### src/rtl/ifu_sram_responder_if.sv
// ifu_sram_responder_if: fetch read channel (AR request, R response) between the fetch stage and the SRAM responder
interface ifu_sram_responder_if;
  logic [31:0] araddr_i;
  logic        arvalid_i;
  logic        arready_o;
  logic [31:0] rdata_o;
  logic [1:0]  rresp_o;
  logic        rvalid_o;
  logic        rready_i;
  modport slave (input araddr_i, arvalid_i, rready_i, output arready_o, rdata_o, rresp_o, rvalid_o);
  modport master(output araddr_i, arvalid_i, rready_i, input arready_o, rdata_o, rresp_o, rvalid_o);
endinterface

### src/rtl/ifu_sram_responder.sv
// ifu_sram_responder: instruction-fetch read slave in front of a synchronous single-port SRAM.
// Ports: clock/reset (async active-low); ar = fetch AR/R channel (slave modport);
// mem_en_o/mem_addr_o/mem_rdata_i = SRAM read port; resp_cnt_o = completed R handshakes.
// RESP_CNT_INIT is the counter value restored by reset (0 in normal use).
module ifu_sram_responder #(
  parameter logic [31:0] ADDR_BASE     = 32'h8000_0000,
  parameter int unsigned MEM_WORDS     = 4096,
  parameter int unsigned LATENCY       = 2,
  parameter logic [31:0] RESP_CNT_INIT = 32'h0,
  localparam int unsigned AW           = $clog2(MEM_WORDS)
) (
  input  logic                 clock,
  input  logic                 reset,
  ifu_sram_responder_if.slave  ar,
  output logic                 mem_en_o,
  output logic [AW-1:0]        mem_addr_o,
  input  logic [31:0]          mem_rdata_i,
  output logic [31:0]          resp_cnt_o
);
  typedef enum logic [2:0] {IDLE, DELAY, ISSUE, CAPT, RESP} state_t;
  state_t      state_q, state_d;
  logic [3:0]  cnt_q, cnt_d;
  logic [AW-1:0] addr_q, addr_d;
  logic [31:0] rdata_q, rdata_d;
  logic [1:0]  rresp_q, rresp_d;
  logic [31:0] resp_cnt_q, resp_cnt_d;
  logic [31:0] offset;
  logic        misaligned, out_of_range;
  // Offset wraps modulo 2^32, so addresses below the base land far out of range.
  assign offset       = ar.araddr_i - ADDR_BASE;
  assign misaligned   = ar.araddr_i[1:0] != 2'b00;
  assign out_of_range = offset >= 32'(MEM_WORDS * 4);
  always_comb begin
    state_d    = state_q;
    cnt_d      = cnt_q;
    addr_d     = addr_q;
    rdata_d    = rdata_q;
    rresp_d    = rresp_q;
    resp_cnt_d = resp_cnt_q;
    unique case (state_q)
      IDLE: if (ar.arvalid_i) begin
        if (misaligned || out_of_range) begin
          state_d = RESP;
          rresp_d = misaligned ? 2'b10 : 2'b11;
          rdata_d = '0;
        end else begin
          addr_d  = offset[2 +: AW];
          cnt_d   = 4'(LATENCY);
          state_d = LATENCY == 0 ? ISSUE : DELAY;
        end
      end
      // Leave on the edge that takes the counter from 1 to 0.
      DELAY: begin
        cnt_d   = cnt_q - 4'd1;
        state_d = cnt_q == 4'd1 ? ISSUE : DELAY;
      end
      ISSUE: state_d = CAPT;
      CAPT: begin
        rdata_d = mem_rdata_i;
        rresp_d = 2'b00;
        state_d = RESP;
      end
      RESP: if (ar.rready_i) begin
        resp_cnt_d = resp_cnt_q + 32'd1;
        state_d    = IDLE;
      end
      default: state_d = IDLE;
    endcase
  end
  always_ff @(posedge clock or negedge reset) begin
    if (!reset) begin
      state_q    <= IDLE;
      cnt_q      <= '0;
      addr_q     <= '0;
      rdata_q    <= '0;
      rresp_q    <= '0;
      resp_cnt_q <= RESP_CNT_INIT;
    end else begin
      state_q    <= state_d;
      cnt_q      <= cnt_d;
      addr_q     <= addr_d;
      rdata_q    <= rdata_d;
      rresp_q    <= rresp_d;
      resp_cnt_q <= resp_cnt_d;
    end
  end
  assign ar.arready_o = state_q == IDLE;
  assign ar.rvalid_o  = state_q == RESP;
  assign ar.rdata_o   = rdata_q;
  assign ar.rresp_o   = rresp_q;
  assign mem_en_o     = state_q == ISSUE;
  assign mem_addr_o   = addr_q;
  assign resp_cnt_o   = resp_cnt_q;
endmodule

### src/flat_wrapper.sv
// flat-port wrapper written by rule: the top's interface ports become plain ports
module ifu_sram_responder_flat 
#(
  parameter logic [31:0] ADDR_BASE     = 32'h8000_0000,
  parameter int unsigned MEM_WORDS     = 4096,
  parameter int unsigned LATENCY       = 2,
  parameter logic [31:0] RESP_CNT_INIT = 32'h0,
  localparam int unsigned AW           = $clog2(MEM_WORDS)
)
  (clock, reset, mem_en_o, mem_addr_o, mem_rdata_i, resp_cnt_o, ar_araddr_i, ar_arvalid_i, ar_rready_i, ar_arready_o, ar_rdata_o, ar_rresp_o, ar_rvalid_o);
  ifu_sram_responder_if ar_i ();
  input  logic clock;
  input  logic reset;
  output logic mem_en_o;
  output logic [AW-1:0] mem_addr_o;
  input  logic [31:0] mem_rdata_i;
  output logic [31:0] resp_cnt_o;
  input wire logic [$bits(ar_i.araddr_i)-1:0] ar_araddr_i;
  input wire logic [$bits(ar_i.arvalid_i)-1:0] ar_arvalid_i;
  input wire logic [$bits(ar_i.rready_i)-1:0] ar_rready_i;
  output wire logic [$bits(ar_i.arready_o)-1:0] ar_arready_o;
  output wire logic [$bits(ar_i.rdata_o)-1:0] ar_rdata_o;
  output wire logic [$bits(ar_i.rresp_o)-1:0] ar_rresp_o;
  output wire logic [$bits(ar_i.rvalid_o)-1:0] ar_rvalid_o;
  assign ar_i.araddr_i = ar_araddr_i;
  assign ar_i.arvalid_i = ar_arvalid_i;
  assign ar_i.rready_i = ar_rready_i;
  assign ar_arready_o = ar_i.arready_o;
  assign ar_rdata_o = ar_i.rdata_o;
  assign ar_rresp_o = ar_i.rresp_o;
  assign ar_rvalid_o = ar_i.rvalid_o;
  ifu_sram_responder #(.ADDR_BASE(ADDR_BASE), .MEM_WORDS(MEM_WORDS), .LATENCY(LATENCY), .RESP_CNT_INIT(RESP_CNT_INIT)) u_core (.clock(clock), .reset(reset), .ar(ar_i), .mem_en_o(mem_en_o), .mem_addr_o(mem_addr_o), .mem_rdata_i(mem_rdata_i), .resp_cnt_o(resp_cnt_o));
endmodule
### config.mk
export PLATFORM = sky130hd
export DESIGN_NAME = ifu_sram_responder_flat
export DESIGN_NICKNAME = d
export VERILOG_FILES = /design/src/rtl/ifu_sram_responder_if.sv /design/src/rtl/ifu_sram_responder.sv /design/src/flat_wrapper.sv
export SDC_FILE = /design/constraint.sdc
export NUM_CORES = 1
export LEC_CHECK = 0
export CAP_MARGIN = 20
export CORE_ASPECT_RATIO = 1.75
export CORE_MARGIN = 2
export CORE_UTILIZATION = 25
export CTS_BUF_LIST = sky130_fd_sc_hd__clkbuf_4 sky130_fd_sc_hd__clkbuf_8 sky130_fd_sc_hd__clkbuf_16
export DETAILED_ROUTE_END_ITERATION = 16
export GPL_TIMING_DRIVEN = 0
export PLACE_DENSITY_LB_ADDON = 0.3
export SYNTH_ARGS = -nofsm -noshare
export SYNTH_HDL_FRONTEND = slang
export SYNTH_SLANG_ARGS = --single-unit
### constraint.sdc
create_clock -name clock -period 1.85 [get_ports clock]
set_input_delay 0.185 -clock clock [delete_from_list [all_inputs] [get_ports clock]]
set_output_delay 0.185 -clock clock [all_outputs]
set_load 0.005 [all_outputs]
After elaboration in Yosys (flattened, before gate mapping) --
Index checks and enable logic that the tools add are counted.
Word-level totals: word-level logic and storage cells 45, flip-flop bits (word level) 85, input port bits 68, output and inout port bits 81
Cells by class: muxes and demuxes 15, order comparisons 1, bitwise logic cells 1, reductions and logical operators 10, $add $sub $neg 3, eq/ne operators 9
Operators with widths (number):
- $mux 32 | 2
- $pmux 32 s2 | 1
- $add 32x1->32 const B | 1
- $ge 32x15->1 const B | 1
- $sub 32x32->32 const B | 1
- $pmux 3 s5 | 1
- $mux 3 | 3
- $reduce_and 3->1 | 3
- $mux 4 | 2
- $pmux 4 s2 | 1
- $eq 3x2->1 const B | 2
- $mux 2 | 3
- $ne 2x2->1 const B | 3
- $reduce_bool 2->1 | 3
- $eq 4x1->1 const B | 1
- $pmux 2 s2 | 1
- $reduce_and 2->1 | 2
- $sub 4x1->4 const B | 1
- $eq 3x1->1 const B | 1
- $eq 3x3->1 const B | 1
- $logic_not 3->1 | 1
- $ne 2x1->1 const B | 1
- $logic_or 1x1->1 | 1
- $mux 1 | 1
- $not 1->1 | 1

Logic depth before layout (Yosys ltp) --
depth after elaboration 6, gate-level depth with buffers 7, mapped depth without buffers 5

Worst setup path before layout --
Ideal clock, no wire load.
path type register -> register, from register u_core.state_q[1], to register u_core.addr_q[10], in the netlist u_core.mem_addr_o[10], slack 141 ps, required time 1725 ps, arrival 1584 ps, library setup time 125 ps, clock period less this slack 1709 ps, buffers on the path 2, cell stages (with the launch flop) 7, cells stage by stage dfrtp_1 -> buf_6 -> nor4b_4 -> nand2_1 -> nor3_2 -> buf_6 -> mux2_4
Between the ends: cells in the longest elaborated chain, start to end 2
Ends and longest elaborated chain:
- from (decl) | line ifu_sram_responder.sv:21 | state_t state_q, state_d;
- from (signal assigned) | line ifu_sram_responder.sv:79 | state_q <= state_d;
- $logic_not 3->1 | line ifu_sram_responder.sv:40 | unique case (state_q)
- $reduce_and 3->1 (no source line)
- to (signal assigned) | line ifu_sram_responder.sv:81 | addr_q <= addr_d;
- to (decl) | line ifu_sram_responder.sv:23 | logic [AW-1:0] addr_q, addr_d;
No other way between the ends. A chain may end at the register's enable or synchronous reset.

Worst setup path after layout --
from register u_core.state_q[0], to register u_core.addr_q[3], in the netlist u_core.mem_addr_o[3]
Same word-level chain as after synthesis.

==> impl_summary.txt <==
----------------------------------------------------
[Synth]
  Dominant combinational cell family by area after synthesis ... simple AND/OR/NAND/NOR gates
  Xor and xnor area share after synthesis ... 0.0704
  Yosys warning total ... 0
  Post-synth EDFFs ... 0
  Number of nets in the synthesized netlist ... around 430
  Share of flip-flops with an asynchronous set or reset after synthesis ... 1.00
  Leading area contributor after synthesis ... sky130_fd_sc_hd__dfrtp_1
  Post-synthesis cell type count ... 43
  Multiplexer share of the synthesized area ... 0.0448
  Synth top area share ... 0.552
  FF+latch count, synth ... 85
  Synth Flop Type ... sky130_fd_sc_hd__dfrtp_1
  Average size of a mapped cell ... ~11 um^2
  Instance count of the mapped netlist ... roughly 360
  Simple-Gate Fraction of Synth Area ... 0.223
  Netlist area before placement ... 3860 um^2
  Top area cells in the synthesized netlist ... sky130_fd_sc_hd__dfrtp_1 (55%), sky130_fd_sc_hd__nand2_1 (8.4%), sky130_fd_sc_hd__xnor2_1 (6.8%)
  Fraction of the mapped netlist area in compound gates ... 0.0694
  Adder-Cell Fraction of Synth Area ... 0.00973
  Fraction of the yosys area taken by sequential cells ... 0.552

[Critical path]
  Worst-path fanout max ... 10
  Class of the most critical setup path ... flop to flop
  Worst path max stage delay ... around 0.37 ns
  Slowest CP cell ... sky130_fd_sc_hd__dfrtp_1
  Kind of capture point of the worst setup path ... flop
  R2R Path Start ... u_core.state_q[0]$_DFFE_PN0P_
  Critical Path Most Common Cell ... sky130_fd_sc_hd__buf_6
  Startpoint of the most critical setup path ... u_core.state_q[0]$_DFFE_PN0P_
  Worst path required time ... between 2 and 2.5 ns
  Cell breakdown of the critical path ... buf_6 > nor4b_4 > nand2_2 > nor3_4 > buf_6 > mux2_4
  Worst reg-to-reg setup slack ... -0.002 ns
  CP startpoint kind ... flop
  Arrival @ worst endpoint ... ~2.1 ns

[Timing]
  Number of hold violations in the final report ... 0
  Setup repair after global routing missed its margin ... true
  Final Max Slew Viols ... 0
  Max Clock Skew ... 0.0111 ns
  Worst-margin pin slew ... ~0.46 ns
  Final-report setup violation count ... 3
  Highest clock frequency the design can meet ... 540 MHz
  Least setup slack across all paths after layout ... -0.00167 ns
  Setup TNS ... -0.00266 ns
  Tightest slew margin relative to the limit ... 0.697
  Minimum period implied by the final worst setup slack ... between 1.5 and 2 ns
  Ratio of final minimum period to clock period ... 1.00

[Final layout]
  Fraction of layout instances using a drive strength above 1 ... 0.121
  NumNets Final ... roughly 600
  Syn-to-layout area delta ... 55.5%
  Final-layout fill cell count ... about 1,500
  Diode count ... 0
  Summed area of non-filler cells in the final layout ... around 6000 um^2
  Final cell count without fillers ... 721

[Route]
  Count of antenna-violating nets left after detailed routing ... 0
  Remaining routing DRC violations ... 0
  Total wire length ... between 10,000 and 15,000 um
  Post-detailed-route via-to-cell ratio ... about 4.5
  Routed wire length per instance ... 14.8 um
  TritonRoute pass-1 iters ... 4
  Iteration-0 DRC count of the detailed router ... 92
  Routed vias ... 3,247

[Global route]
  Antenna violations before repair ... 0
  Via count of the first global-routing pass ... 3,317
  Overall overflow remaining after global route ... 0
  Largest net degree at the start of global routing ... 57
  GRT Resource Usage Total ... 0.131
  Wire length of the first global-routing pass ... roughly 17,000 um

[CTS]
  Clock-pin slew on the worst setup and hold paths ... 0.07 ns
  Clock Sink Count ... between 80 and 90
  Clock latency on the worst-skew pair ... between 0.3 and 0.4 ns
  Max Root-Sink Buffers ... 2
  TritonCTS clock tree ... done
  CTS root buffer ... sky130_fd_sc_hd__clkbuf_16
  H-tree depth ... 3
  Number of buffers created by CTS ... 9

[Placed design]
  Weighted congestion reported at the end of routability-driven placement ... 0.737
  Final HPWL DP ... 7940 um
  # port buffers ... between 100 and 150
  Number of placed instances with taps included ... approximately 700
  Placed Instance Area ... ~5600 um^2

[Run status]
  Outcome ... finished, violations left
  Violated checks ... setup timing

[Die]
  Horizontal extent of the die ... about 98 um
  Die area ... 16,500 um^2
  Die boundary height ... 168 um
  Number of top-level pins ... approximately 150
  Initial standard-cell utilization of the core ... 0.253
  Cell Rows ... 60
  Floorplan core area ... approximately 15,000 um^2

[Power]
  Power, Total ... between 4 and 5 mW
  P per Cell Area ... 759 nW/um^2
  Leakage power figure ... ~2.5 nW
  Worst IR Drop VDD ... roughly 470 uV

[Job]
  Max-capacitance violation count ... 0

[Worst hold path]
  Worst min path class ... input pin to asynchronous set/reset pin

----------------------------------------------------
final timing paths:
check	end	cells after the start
max	u_core.mem_addr_o[3]$_DFFE_PN0P_	6
min	u_core.mem_addr_o[7]$_DFFE_PN0P_	2
max reg2reg	u_core.mem_addr_o[3]$_DFFE_PN0P_	6
min reg2reg	u_core.ar.rresp_o[1]$_DFFE_PN0P_	1
max in group asynchronous	u_core.ar.rdata_o[27]$_DFFE_PN0P_	3
min in group clock	u_core.ar.rdata_o[17]$_DFFE_PN0P_	3
routing by layer:
layer  global-route usage  wire length [um]  part of all wire  vias to the layer above
met5                    0                 0                 0                        -
met4               0.0495               175             0.016                        0
met3               0.0249               471             0.044                        7
met2                0.240              5940              0.56                       94
met1                0.149              4070              0.38                     1564
li1                     -                 -                 -                     1582
cell usage after synthesis, drive strengths merged, types with 6 or more instances:
cell / number
and4: 7
buf: 10
clkbuf: 9
dfrtp: 85
mux2: 12
nand2: 86
nand3: 13
nand4: 16
nor2: 6
nor3: 7
o21ai: 37
xnor2: 30
logic make-up (layout without fill, tap and decap cells):
kind of cell    after synthesis  count (layout)
compound gates               48              48
xor+xnor                     31              31
buf+inv                      23             195
simple gates                161             161
fa+ha+maj                     3               3
flops                        85              85
mux                          12              12
sequential cells by signal, summed over array words and instances (netlist names):
register	cells
u_core.mem_addr_o	12
u_core.resp_cnt_o	32
u_core.cnt_q	4
u_core.ar.rresp_o	2
u_core.ar.rdata_o	32
u_core.state_q	3
metrics by stage:
stage | hold slack [ns] | utilization | setup WS, ns
6_report | 0.338 | 0.393 | -0.00167
5_1_grt | 0.353 | 0.393 | -0.0810
4_1_cts | 0.318 | 0.390 | -0.0348
3_5_place_dp | 0.149 | 0.367 | -0.362
3_3_place_gp | 0.468 | 0.366 | -2.53
2_1_floorplan | -0.111 | - | 0.141
worst max-delay path, delay by kind of cell (launching register included):
kind	cells	cell delay, ns
buf+inv	2	0.33
flops	1	0.37
mux	1	0.30
simple gates	3	0.74
area by class of cell:
type / instances / area, um^2 / share of cell area
tap: 186 / 233 / 0.0388
clock inverter: 7 / 73.8 / 0.0123
timing repair buffer: 156 / 1570 / 0.261
sequential: 85 / 2130 / 0.355
inverter: 4 / 15.0 / 0.00250
multi-input combinational: 255 / 1630 / 0.272
clock buffer: 9 / 225 / 0.0376
buffer: 19 / 123 / 0.0205
repair_timing:
action / in CTS / in global routing
hold endpoints to repair: 29 / 0
setup buffers: 0 / 5
pin swaps: 0 / 4
hold buffers: 1 / 0
cloned: 1 / 0
resized for setup: 10 / 15
endpoints found under the setup margin: 28 / 60
where the power goes:
group | switching [mW] | internal (mW) | total, mW
sequential | 0.122 | 1.96 | 2.09
combinational | 0.253 | 0.380 | 0.632
clock | 0.779 | 1.05 | 1.83
cell usage in the layout (no fill, tap or decap), types with 3 or more instances in the layout:
master,netlist,routed
sky130_fd_sc_hd__and2_1,4,4
sky130_fd_sc_hd__and3_1,4,4
sky130_fd_sc_hd__and4_1,7,7
sky130_fd_sc_hd__buf_2,5,4
sky130_fd_sc_hd__buf_4,3,8
sky130_fd_sc_hd__buf_6,2,5
sky130_fd_sc_hd__clkbuf_16,0,9
sky130_fd_sc_hd__clkbuf_2,0,7
sky130_fd_sc_hd__clkdlybuf4s50_1,0,145
sky130_fd_sc_hd__dfrtp_1,85,84
sky130_fd_sc_hd__ha_1,3,3
sky130_fd_sc_hd__inv_1,4,4
sky130_fd_sc_hd__mux2_4,10,10
sky130_fd_sc_hd__nand2_1,86,85
sky130_fd_sc_hd__nand3_1,13,13
sky130_fd_sc_hd__nand4_1,16,16
sky130_fd_sc_hd__nor2_1,6,6
sky130_fd_sc_hd__nor2b_1,4,4
sky130_fd_sc_hd__nor3_1,4,4
sky130_fd_sc_hd__nor3_4,2,3
sky130_fd_sc_hd__o21ai_0,30,30
sky130_fd_sc_hd__o21ai_1,7,7
sky130_fd_sc_hd__xnor2_1,30,30
(Power assumes the default switching activity.)
